[config.mk]
export PLATFORM = sky130hd
export DESIGN_NAME = erase_draw_blk
export DESIGN_NICKNAME = d
export VERILOG_FILES = /design/src/rtl/erase_draw_pkg.sv /design/src/rtl/erase_draw_blk_scan_ctr.sv /design/src/rtl/erase_draw_blk.sv
export SDC_FILE = /design/constraint.sdc
export NUM_CORES = 1
export LEC_CHECK = 0
export CAP_MARGIN = 20
export CORE_MARGIN = 5
export CORE_UTILIZATION = 43
export CTS_CLUSTER_DIAMETER = 80
export DETAILED_ROUTE_END_ITERATION = 10
export HOLD_SLACK_MARGIN = 0.08
export PLACE_DENSITY = 0.73
export SLEW_MARGIN = 5
export SYNTH_ARGS = -nofsm -noshare
export SYNTH_HDL_FRONTEND = slang
export SYNTH_SLANG_ARGS = --single-unit
[constraint.sdc]
create_clock -name CLOCK_50 -period 4.37 [get_ports CLOCK_50]
set_input_delay 0.874 -clock CLOCK_50 [delete_from_list [all_inputs] [get_ports CLOCK_50]]
set_output_delay 0.874 -clock CLOCK_50 [all_outputs]
set_load 0.03 [all_outputs]
[src/rtl/erase_draw_pkg.sv]
// Shared FSM state type and background-band colour helper for erase_draw_blk.
package erase_draw_pkg;

  typedef enum logic [1:0] {
    S_IDLE  = 2'd0,
    S_ERASE = 2'd1,
    S_DRAW  = 2'd2,
    S_CLEAR = 2'd3
  } state_t;

  // Rows at or below the split belong to the white-key band.
  function automatic logic [31:0] band_color(input logic [31:0] y,
                                             input logic [31:0] split,
                                             input logic [31:0] upper,
                                             input logic [31:0] lower);
    return (y >= split) ? lower : upper;
  endfunction

endpackage

[src/rtl/erase_draw_blk_scan_ctr.sv]
// blk_scan_ctr: raster dx/dy counter (dx inner, dy outer) exposing next-cycle values.
module blk_scan_ctr #(
  parameter int unsigned CNT_W = 4,
  parameter int unsigned CNT_H = 4,
  parameter int unsigned DX_W  = 8,
  parameter int unsigned DY_W  = 7
) (
  input  logic            CLOCK_50,
  input  logic            reset,
  input  logic            start,
  input  logic            advance,
  output logic [DX_W-1:0] dx_nxt,
  output logic [DY_W-1:0] dy_nxt,
  output logic            last
);

  localparam logic [DX_W-1:0] DX_MAX = DX_W'(CNT_W - 1);
  localparam logic [DY_W-1:0] DY_MAX = DY_W'(CNT_H - 1);

  logic [DX_W-1:0] dx;
  logic [DY_W-1:0] dy;

  always_comb begin
    dx_nxt = dx;
    dy_nxt = dy;
    if (start) begin
      dx_nxt = '0;
      dy_nxt = '0;
    end else if (advance) begin
      if (dx == DX_MAX) begin
        dx_nxt = '0;
        dy_nxt = (dy == DY_MAX) ? '0 : dy + 1'b1;
      end else begin
        dx_nxt = dx + 1'b1;
      end
    end
  end

  always_ff @(posedge CLOCK_50 or posedge reset) begin
    if (reset) begin
      dx <= '0;
      dy <= '0;
    end else begin
      dx <= dx_nxt;
      dy <= dy_nxt;
    end
  end

  assign last = (dx == DX_MAX) && (dy == DY_MAX);

endmodule

[src/rtl/erase_draw_blk.sv]
// Block marker plotter: erases the previous W x H block in band background, draws the new one.
// Optional power-up screen clear enabled by defining ERASE_DRAW_CLEAR_EN.
module erase_draw_blk
  import erase_draw_pkg::*;
#(
  parameter int unsigned      X_W         = 8,
  parameter int unsigned      Y_W         = 7,
  parameter int unsigned      COLOR_W     = 3,
  parameter int unsigned      BLK_W       = 4,
  parameter int unsigned      BLK_H       = 4,
  parameter int unsigned      SCREEN_W    = 160,
  parameter int unsigned      SCREEN_H    = 120,
  parameter int unsigned      KEY_Y_SPLIT = 89,
  parameter logic [COLOR_W-1:0] BG_UPPER  = 3'b000,
  parameter logic [COLOR_W-1:0] BG_LOWER  = 3'b111
) (
  input  logic               CLOCK_50,
  input  logic               reset,
  input  logic               req,
  input  logic [X_W-1:0]     x_in,
  input  logic [Y_W-1:0]     y_in,
  input  logic [COLOR_W-1:0] color_in,
  output logic               busy,
  output logic               done,
  output logic [X_W-1:0]     x_out,
  output logic [Y_W-1:0]     y_out,
  output logic [COLOR_W-1:0] color_out,
  output logic               plot
);

  state_t state, state_nxt;

  logic [X_W-1:0]     cur_x, cur_x_nxt, prev_x, prev_x_nxt, pend_x, pend_x_nxt, job_x;
  logic [Y_W-1:0]     cur_y, cur_y_nxt, prev_y, prev_y_nxt, pend_y, pend_y_nxt, job_y;
  logic [COLOR_W-1:0] cur_c, cur_c_nxt, pend_c, pend_c_nxt, job_c;
  logic               prev_valid, prev_valid_nxt, pend_valid, pend_valid_nxt;
  logic               done_nxt, take, clr_hold;

  logic               bs_start, bs_adv, bs_last;
  logic [X_W-1:0]     bs_dx_nxt;
  logic [Y_W-1:0]     bs_dy_nxt;

  logic [X_W-1:0]     base_x, x_nxt;
  logic [Y_W-1:0]     base_y, y_nxt;
  logic [COLOR_W-1:0] color_nxt;
  logic [X_W:0]       sum_x;
  logic [Y_W:0]       sum_y;
  logic               plot_nxt;

  blk_scan_ctr #(.CNT_W(BLK_W), .CNT_H(BLK_H), .DX_W(X_W), .DY_W(Y_W)) u_blk_ctr (
    .CLOCK_50 (CLOCK_50),
    .reset    (reset),
    .start    (bs_start),
    .advance  (bs_adv),
    .dx_nxt   (bs_dx_nxt),
    .dy_nxt   (bs_dy_nxt),
    .last     (bs_last)
  );

`ifdef ERASE_DRAW_CLEAR_EN
  logic           clr_todo, clr_todo_nxt;
  logic           sc_start, sc_adv, sc_last;
  logic [X_W-1:0] sc_dx_nxt;
  logic [Y_W-1:0] sc_dy_nxt;

  blk_scan_ctr #(.CNT_W(SCREEN_W), .CNT_H(SCREEN_H), .DX_W(X_W), .DY_W(Y_W)) u_clr_ctr (
    .CLOCK_50 (CLOCK_50),
    .reset    (reset),
    .start    (sc_start),
    .advance  (sc_adv),
    .dx_nxt   (sc_dx_nxt),
    .dy_nxt   (sc_dy_nxt),
    .last     (sc_last)
  );
`endif

  always_comb begin
    state_nxt      = state;
    cur_x_nxt      = cur_x;
    cur_y_nxt      = cur_y;
    cur_c_nxt      = cur_c;
    prev_x_nxt     = prev_x;
    prev_y_nxt     = prev_y;
    prev_valid_nxt = prev_valid;
    pend_x_nxt     = pend_x;
    pend_y_nxt     = pend_y;
    pend_c_nxt     = pend_c;
    pend_valid_nxt = pend_valid;
    done_nxt       = 1'b0;
    bs_start       = 1'b0;
    bs_adv         = 1'b0;
    take           = 1'b0;
    job_x          = pend_x;
    job_y          = pend_y;
    job_c          = pend_c;
    clr_hold       = 1'b0;
`ifdef ERASE_DRAW_CLEAR_EN
    clr_todo_nxt   = clr_todo;
    sc_start       = 1'b0;
    sc_adv         = 1'b0;
    clr_hold       = clr_todo;
`endif

    // A request that cannot start this cycle lands in the pending slot (latest wins).
    if (req && (state != S_IDLE || clr_hold || pend_valid)) begin
      pend_x_nxt     = x_in;
      pend_y_nxt     = y_in;
      pend_c_nxt     = color_in;
      pend_valid_nxt = 1'b1;
    end

    case (state)
      S_IDLE: begin
        if (clr_hold) begin
`ifdef ERASE_DRAW_CLEAR_EN
          state_nxt    = S_CLEAR;
          sc_start     = 1'b1;
          clr_todo_nxt = 1'b0;
`endif
        end else begin
          if (pend_valid) begin
            take           = 1'b1;
            pend_valid_nxt = req;
          end else if (req) begin
            take  = 1'b1;
            job_x = x_in;
            job_y = y_in;
            job_c = color_in;
          end
          if (take) begin
            cur_x_nxt = job_x;
            cur_y_nxt = job_y;
            cur_c_nxt = job_c;
            bs_start  = 1'b1;
            state_nxt = prev_valid ? S_ERASE : S_DRAW;
          end
        end
      end
      S_ERASE: begin
        if (bs_last) begin
          state_nxt = S_DRAW;
          bs_start  = 1'b1;
        end else begin
          bs_adv = 1'b1;
        end
      end
      S_DRAW: begin
        if (bs_last) begin
          state_nxt      = S_IDLE;
          prev_x_nxt     = cur_x;
          prev_y_nxt     = cur_y;
          prev_valid_nxt = 1'b1;
          done_nxt       = 1'b1;
        end else begin
          bs_adv = 1'b1;
        end
      end
      S_CLEAR: begin
`ifdef ERASE_DRAW_CLEAR_EN
        if (sc_last) state_nxt = S_IDLE;
        else         sc_adv    = 1'b1;
`else
        state_nxt = S_IDLE;
`endif
      end
      default: state_nxt = S_IDLE;
    endcase
  end

  // Output registers load the pixel for the state being entered, so the
  // first pixel of a job is visible in the cycle right after acceptance.
  always_comb begin
    base_x    = (state_nxt == S_ERASE) ? prev_x_nxt : cur_x_nxt;
    base_y    = (state_nxt == S_ERASE) ? prev_y_nxt : cur_y_nxt;
    sum_x     = {1'b0, base_x} + {1'b0, bs_dx_nxt};
    sum_y     = {1'b0, base_y} + {1'b0, bs_dy_nxt};
    x_nxt     = x_out;
    y_nxt     = y_out;
    color_nxt = color_out;
    plot_nxt  = 1'b0;
    case (state_nxt)
      S_ERASE, S_DRAW: begin
        x_nxt     = sum_x[X_W-1:0];
        y_nxt     = sum_y[Y_W-1:0];
        color_nxt = (state_nxt == S_DRAW) ? cur_c_nxt
                  : COLOR_W'(band_color(32'(sum_y), KEY_Y_SPLIT, 32'(BG_UPPER), 32'(BG_LOWER)));
        plot_nxt  = (32'(sum_x) < SCREEN_W) && (32'(sum_y) < SCREEN_H);
      end
`ifdef ERASE_DRAW_CLEAR_EN
      S_CLEAR: begin
        x_nxt     = sc_dx_nxt;
        y_nxt     = sc_dy_nxt;
        color_nxt = COLOR_W'(band_color(32'(sc_dy_nxt), KEY_Y_SPLIT, 32'(BG_UPPER), 32'(BG_LOWER)));
        plot_nxt  = 1'b1;
      end
`endif
      default: plot_nxt = 1'b0;
    endcase
  end

  always_ff @(posedge CLOCK_50 or posedge reset) begin
    if (reset) begin
      state      <= S_IDLE;
      cur_x      <= '0;
      cur_y      <= '0;
      cur_c      <= '0;
      prev_x     <= '0;
      prev_y     <= '0;
      prev_valid <= 1'b0;
      pend_x     <= '0;
      pend_y     <= '0;
      pend_c     <= '0;
      pend_valid <= 1'b0;
      done       <= 1'b0;
      x_out      <= '0;
      y_out      <= '0;
      color_out  <= '0;
      plot       <= 1'b0;
`ifdef ERASE_DRAW_CLEAR_EN
      clr_todo   <= 1'b1;
`endif
    end else begin
      state      <= state_nxt;
      cur_x      <= cur_x_nxt;
      cur_y      <= cur_y_nxt;
      cur_c      <= cur_c_nxt;
      prev_x     <= prev_x_nxt;
      prev_y     <= prev_y_nxt;
      prev_valid <= prev_valid_nxt;
      pend_x     <= pend_x_nxt;
      pend_y     <= pend_y_nxt;
      pend_c     <= pend_c_nxt;
      pend_valid <= pend_valid_nxt;
      done       <= done_nxt;
      x_out      <= x_nxt;
      y_out      <= y_nxt;
      color_out  <= color_nxt;
      plot       <= plot_nxt;
`ifdef ERASE_DRAW_CLEAR_EN
      clr_todo   <= clr_todo_nxt;
`endif
    end
  end

  assign busy = (state != S_IDLE);

endmodule

# ---- Yosys cells after proc, flatten, opt, wreduce, memory -nomap -nowiden
# Cells that the tools add are included.
# W data, S select, Z words.
dict set report op_classes {
  n_addsub 4
  n_lt_le_gt_ge 3
  n_eq_ne 7
  mux 45
  reduce_logical 9
}
# operator n
set ops {}
lappend ops {{$mux W8} 10}
lappend ops {{$mux W7} 11}
lappend ops {{$mux W3} 6}
lappend ops {{$mux W1} 12}
lappend ops {{$add A8 B8 Y9} 1}
lappend ops {{$lt A9 B8 Y1 const B} 1}
lappend ops {{$add A7 B7 Y8} 1}
lappend ops {{$add A8 B1 Y8 const B} 1}
lappend ops {{$eq A8 B2 Y1 const B} 1}
lappend ops {{$ge A8 B7 Y1 const B} 1}
lappend ops {{$lt A8 B7 Y1 const B} 1}
lappend ops {{$mux W2} 4}
lappend ops {{$pmux W2 S4} 1}
lappend ops {{$add A7 B1 Y7 const B} 1}
lappend ops {{$eq A7 B2 Y1 const B} 1}
lappend ops {{$eq A2 B2 Y1 const B} 3}
lappend ops {{$eq A2 B1 Y1 const B} 2}
lappend ops {{$reduce_or A2 Y1} 2}
lappend ops {{$logic_and A1 B1 Y1} 3}
lappend ops {{$logic_not A2 Y1} 1}
lappend ops {{$pmux W1 S2} 1}
lappend ops {{$reduce_and A2 Y1} 1}
lappend ops {{$reduce_bool A2 Y1} 1}
lappend ops {{$logic_or A1 B1 Y1} 1}
dict set report word_totals {
  ff_bits 90
  in_bits 21
  out_inout_bits 21
  elab_cells 86
}

# ---- Logic depth before layout (Yosys ltp)
dict set report depth {
  depth_word 11
  depth_mapped 18
  depth_no_buf 15
}

# ---- Hierarchy
# A second synthesis with hierarchy kept.
dict set report hier_totals {
  hier_cells 430
  area_unflattened_um2 4764.6
}
# mod n_inst cells_each area_per_inst_um2 seq_area_each_um2
set by_module_without_submodules {}
lappend by_module_without_submodules {erase_draw_blk 1 349 3972.6 1876.8}
lappend by_module_without_submodules {blk_scan_ctr 1 81 792.0 375.4}

# ---- Least setup slack after synthesis
# OpenSTA, ideal clock, no wires.
dict set report synth_timing {
  path_type {input port to flip-flop}
  startpoint {input req}
  endpoint {register plot}
  setup_ps 120
  arrival_time_ps 4251
  required_time_ps 4250
  slack_ps -2
  path_stages 17
  n_path_buf 3
  path_cell_list {clkbuf_1 o21ai_0 o31ai_1 nand2_1 o31a_1 inv_1 ha_1 buf_1 buf_1 mux2_4 ha_1 fa_1 and3_1 o21a_1 o211ai_1 nand4_1 o211a_1}
}
dict set report synth_between {
  elab_chain_len 11
  word_cells_on_any_way 28
  classes_between {add/sub: 2; order compare: 2; eq/ne: 2; mux: 20; reduce/logical: 2}
}
# item line
set synth_rtl {}
lappend synth_rtl {{start, declared} erase_draw_blk.sv:19} ;# input logic req,
lappend synth_rtl {{$mux W1 *} erase_draw_blk.sv:124} ;# end else if (req) begin
lappend synth_rtl {{$mux W1 *} erase_draw_blk.sv:121} ;# if (pend_valid) begin
lappend synth_rtl {{$mux W1 *} erase_draw_blk.sv:112} ;# case (state)
lappend synth_rtl {{$mux W2 *} erase_draw_blk.sv:130} ;# if (take) begin
lappend synth_rtl {{$pmux W2 S4 *} erase_draw_blk.sv:112}
lappend synth_rtl {{net state_nxt[0]} erase_draw_blk.sv:31} ;# state_t state, state_nxt;
lappend synth_rtl {{$eq A2 B1 Y1} {erase_draw_blk.sv:173, erase_draw_blk.sv:174, erase_draw_blk.sv:181}}
lappend synth_rtl {{$mux W8 or $mux W7 (tied branches)} {erase_draw_blk.sv:173, erase_draw_blk.sv:174}}
lappend synth_rtl {{$add A8 B8 Y9 or $add A7 B7 Y8 (tied branches)} {erase_draw_blk.sv:175, erase_draw_blk.sv:176}}
lappend synth_rtl {{$lt A9 B8 Y1 or $lt A8 B7 Y1 (tied branches)} erase_draw_blk.sv:187} ;# plot_nxt = (32'(sum_x) < SCREEN_W) && (32'(sum_y) < SCREEN_H);
lappend synth_rtl {{$logic_and A1 B1 Y1} erase_draw_blk.sv:187}
lappend synth_rtl {{$mux W1 *} erase_draw_blk.sv:181} ;# case (state_nxt)
lappend synth_rtl {{net plot_nxt} erase_draw_blk.sv:48} ;# logic plot_nxt;
lappend synth_rtl {{end signal, assigned} erase_draw_blk.sv:238} ;# plot <= plot_nxt;
lappend synth_rtl {{end, declared} erase_draw_blk.sv:28} ;# output logic plot
# The timed path passes the listed nets; every way through them passes the cells marked *. The select of a mux whose other input is x is not followed.
# A chain may end at the register's enable or synchronous reset.

# ---- Worst setup path in the final report
# Ends and elaborated chain as after synthesis.

==> results by group <==
STA
  – Fin Clk Skew: ~0.015 ns
  – Fin. Hold Viols: 0
  – Fmax: about 240 MHz
  – Setup TNS: 0 ns
  – Unrepaired setup endpoints after global routing: no
  – Worst Slack Setup Final: 0.221 ns
  – Max Slew Vio Count: 0
  – Endpoints failing setup: 0
  – Worst-margin pin slew: between 0.6 and 0.7 ns
  – Final period util: 94.9%
  – Min Tclk post-route: between 4 and 5 ns
  – Slew HR: 55.5%

GRT
  – Overall Global Routing Usage: roughly 17%
  – GRT Residual Overflow: 0
  – First-pass GRT wire length: 17.9 mm
  – Vias in the first global route: ~3800
  – Initial antenna violation count: 0
  – Pin count of the biggest net entering global routing: 37

Power and ir drop
  – Clock power share: 12.4%
  – Max IR drop VDD: 326 uV
  – Switching Share: 41.3%
  – Sequential Power Share: 27.0%
  – Switching Power: 1950 uW
  – Pwr/cell area: 819 nW/um^2
  – Combinational power share: 60.6%
  – Int Pwr: between 2000 and 3000 uW
  – Leak: 0.00271 uW

Synthesis
  – Synth warn: 0
  – Synthesis-stage register bit count: 90
  – Top_reg_cell synth: dfrtp_1
  – Syn Inst Count: 423
  – Syn avg cell area: 11.4 sq um
  – Distinct cells, synth: 52
  – Post-synth EDFFs: 0
  – Seq/Total Area, Yosys: between 40% and 50%
  – Synth Cell Area: 4800 sq um
  – Post-Syn Nets: roughly 470
  – Asr flop ratio synth: 100%

CTS
  – Inserted Clock Buffers: 9
  – Clk sinks: 90
  – Post-CTS repair timing setup buffer count: 0
  – TritonCTS clock tree: done
  – Root Driver: clkbuf_8
  – Clock transition at the registers of the reported paths: 0.09 ns
  – Worst-skew pair later-pin latency: 0.37 ns
  – Max clock buf depth: 2
  – Cts hold-fix bufs: 0
  – CTS H-tree lvls: 3

Placement
  – Placer Congestion: slightly below 0.9
  – Cell Area, Placed: approximately 5600 sq um
  – DP HPWL: 7.87 mm
  – Place WS: -0.110 ns
  – Port buffer count: 41

Route
  – DR WL/cell: 16.4 um
  – Via density per instance: 5.53
  – Residual DRC: 0
  – TritonRoute pass-1 iters: 5
  – ANT nets after route: 0
  – Final WL: 10.4 mm
  – Initial DRC count: approximately 160
  – Vias: roughly 3500

Worst setup path
  – Worst-path maximum fanout: 7
  – Endpoint class of the critical path: flop
  – Critical path class: input pin to flop
  – Arrival time at the worst endpoint: 4.40 ns
  – Worst Path Required: ~4.6 ns
  – Worst setup SP type: input pin

Run status
  – Outcome: complete, no violations

Floorplanning
  – Top Ports: between 40 and 50
  – Die ar.: 13400 sq um
  – Initial core utilization: 44.1%
  – Die W: 116 um
  – Core area: approximately 11000 sq um
  – Row Count: 38
  – Die height: 116 um

Cells and area
  – Commonest non-fill, non-tap cell in the layout: dfrtp_1
  – Most frequent cells in the layout: dfrtp_1, clkdlybuf4s50_1, mux2_2
  – Post-route design area: 5780 sq um
  – Fraction of layout cells with a size suffix above 1: between 20 and 25%
  – Final #Nets: 536
  – Diodes inserted: 0
  – P&R area growth vs syn: 20.2%

Job
  – Total of max-cap violations: 0

Hold path
  – Hold crit path type: flop to flop
==> sequential cells by signal, summed over array words and instances (netlist names) <==
signal,cells
pend_valid,1
cur_c,3
pend_c,3
prev_x,8
u_blk_ctr.dx,8
u_blk_ctr.dy,7
x_out,8
cur_x,8
y_out,7
prev_y,7
color_out,3
pend_x,8
pend_y,7
state,2
prev_valid,1
done,1
cur_y,7
plot,1
==> final timing paths <==
path	start	to	slack [ns]	depth (start not counted)
worst min-delay path	x_out[3]$_DFFE_PP0P_	x_out[3]$_DFFE_PP0P_	0.49	2
worst max-delay path	req	plot$_DFF_PP0_	0.22	16
min in group asynchronous	reset	cur_x[0]$_DFF_PP0_	0.80	2
worst max register to register	u_blk_ctr.dx[0]$_DFF_PP0_	plot$_DFF_PP0_	0.28	16
max in group asynchronous	reset	x_out[5]$_DFFE_PP0P_	2.78	3
worst min register to register	x_out[3]$_DFFE_PP0P_	x_out[3]$_DFFE_PP0P_	0.49	2
==> what timing repair did <==
action | CTS | global route
gates resized for setup | 0 | 2
endpoints found under the setup margin | 0 | 6
endpoints found under the hold margin | 0 | 0
==> logic make-up after synthesis <==
family | synth area share [%]
XOR/XNOR | 2.73
flip-flops | 46.9
buffers and inverters | 2.45
multiplexers | 17.1
AND/OR/NAND/NOR | 11.4
AO/OA/AOI/OAI | 12.9
adder cells (fa/ha/maj) | 6.56
==> power groups by stage <==
stage | combinational (uW) | clock [uW] | sequential [uW]
CTS | 2900 | 597 | 1280
global placement | 2800 | 0 | 1280
global route | 3150 | 634 | 1310
floorplan | 1760 | 0 | 1420
finish | 2870 | 585 | 1280
detailed placement | 2880 | 0 | 1290
==> synthesized netlist by cell type, types with 5 or more instances <==
library cell	instances	share of area, %
ha_1	22	5.7
and3_1	6	0.78
a21oi_1	17	1.8
mux2i_1	13	2.7
nand4_1	10	1.3
nor2_1	16	1.3
o31ai_1	6	0.94
and2_1	5	0.65
mux2_4	16	5.0
inv_1	12	0.94
a211oi_1	5	0.78
clkbuf_1	9	0.70
o22ai_1	10	1.3
mux2_2	40	9.4
o21ai_0	26	2.7
xor2_1	11	2.0
a21o_1	6	0.94
nand2b_1	7	0.91
nand2_1	31	2.4
dfrtp_1	90	47
==> per-layer routing <==
layer | global-route usage [%] | vias to the layer above | share of wire [%]
met1 | 20.6 | 1731 | 43
met3 | 2.92 | 27 | 3.7
met4 | 7.58 | 0 | 3.1
met5 | 0 | - | 0
li1 | - | 1688 | -
met2 | 28.7 | 69 | 51
==> final cells by class <==
class                   instances  area, sq um
fillers                       952         5110
multi-input cells             305         2440
flip-flops and latches         90         2250
repair buffers                 73          663
well taps                     140          175
clock buffers                  10          128
clock inverters                 6         72.6
inverters                      12         46.3
==> worst max-delay path, stage by stage <==
cell and delay (ns):
clkdlybuf4s50_1 0.49, o21ai_1 0.23, o31ai_1 0.12, nand2_1 0.08
o31a_1 0.17, inv_1 0.06, ha_1 0.25, buf_12 0.16
mux2_4 0.31, ha_1 0.21, fa_1 0.40, and3_1 0.20
o21a_1 0.22, o211ai_1 0.28, nand4_1 0.17, o211a_1 0.17
==> per-stage QoR <==
stage          hold slack [ns]  util (%)  cells  total power [uW]
2_1_floorplan            0.427         -    423              3180
3_3_place_gp             0.467      51.2    620              4080
3_5_place_dp             0.469      51.2    620              4170
4_1_cts                  0.497      53.0    636              4770
5_1_grt                  0.513      53.0    636              5100
6_report                 0.492      53.0    636              4730
(Power assumes the default switching activity.)
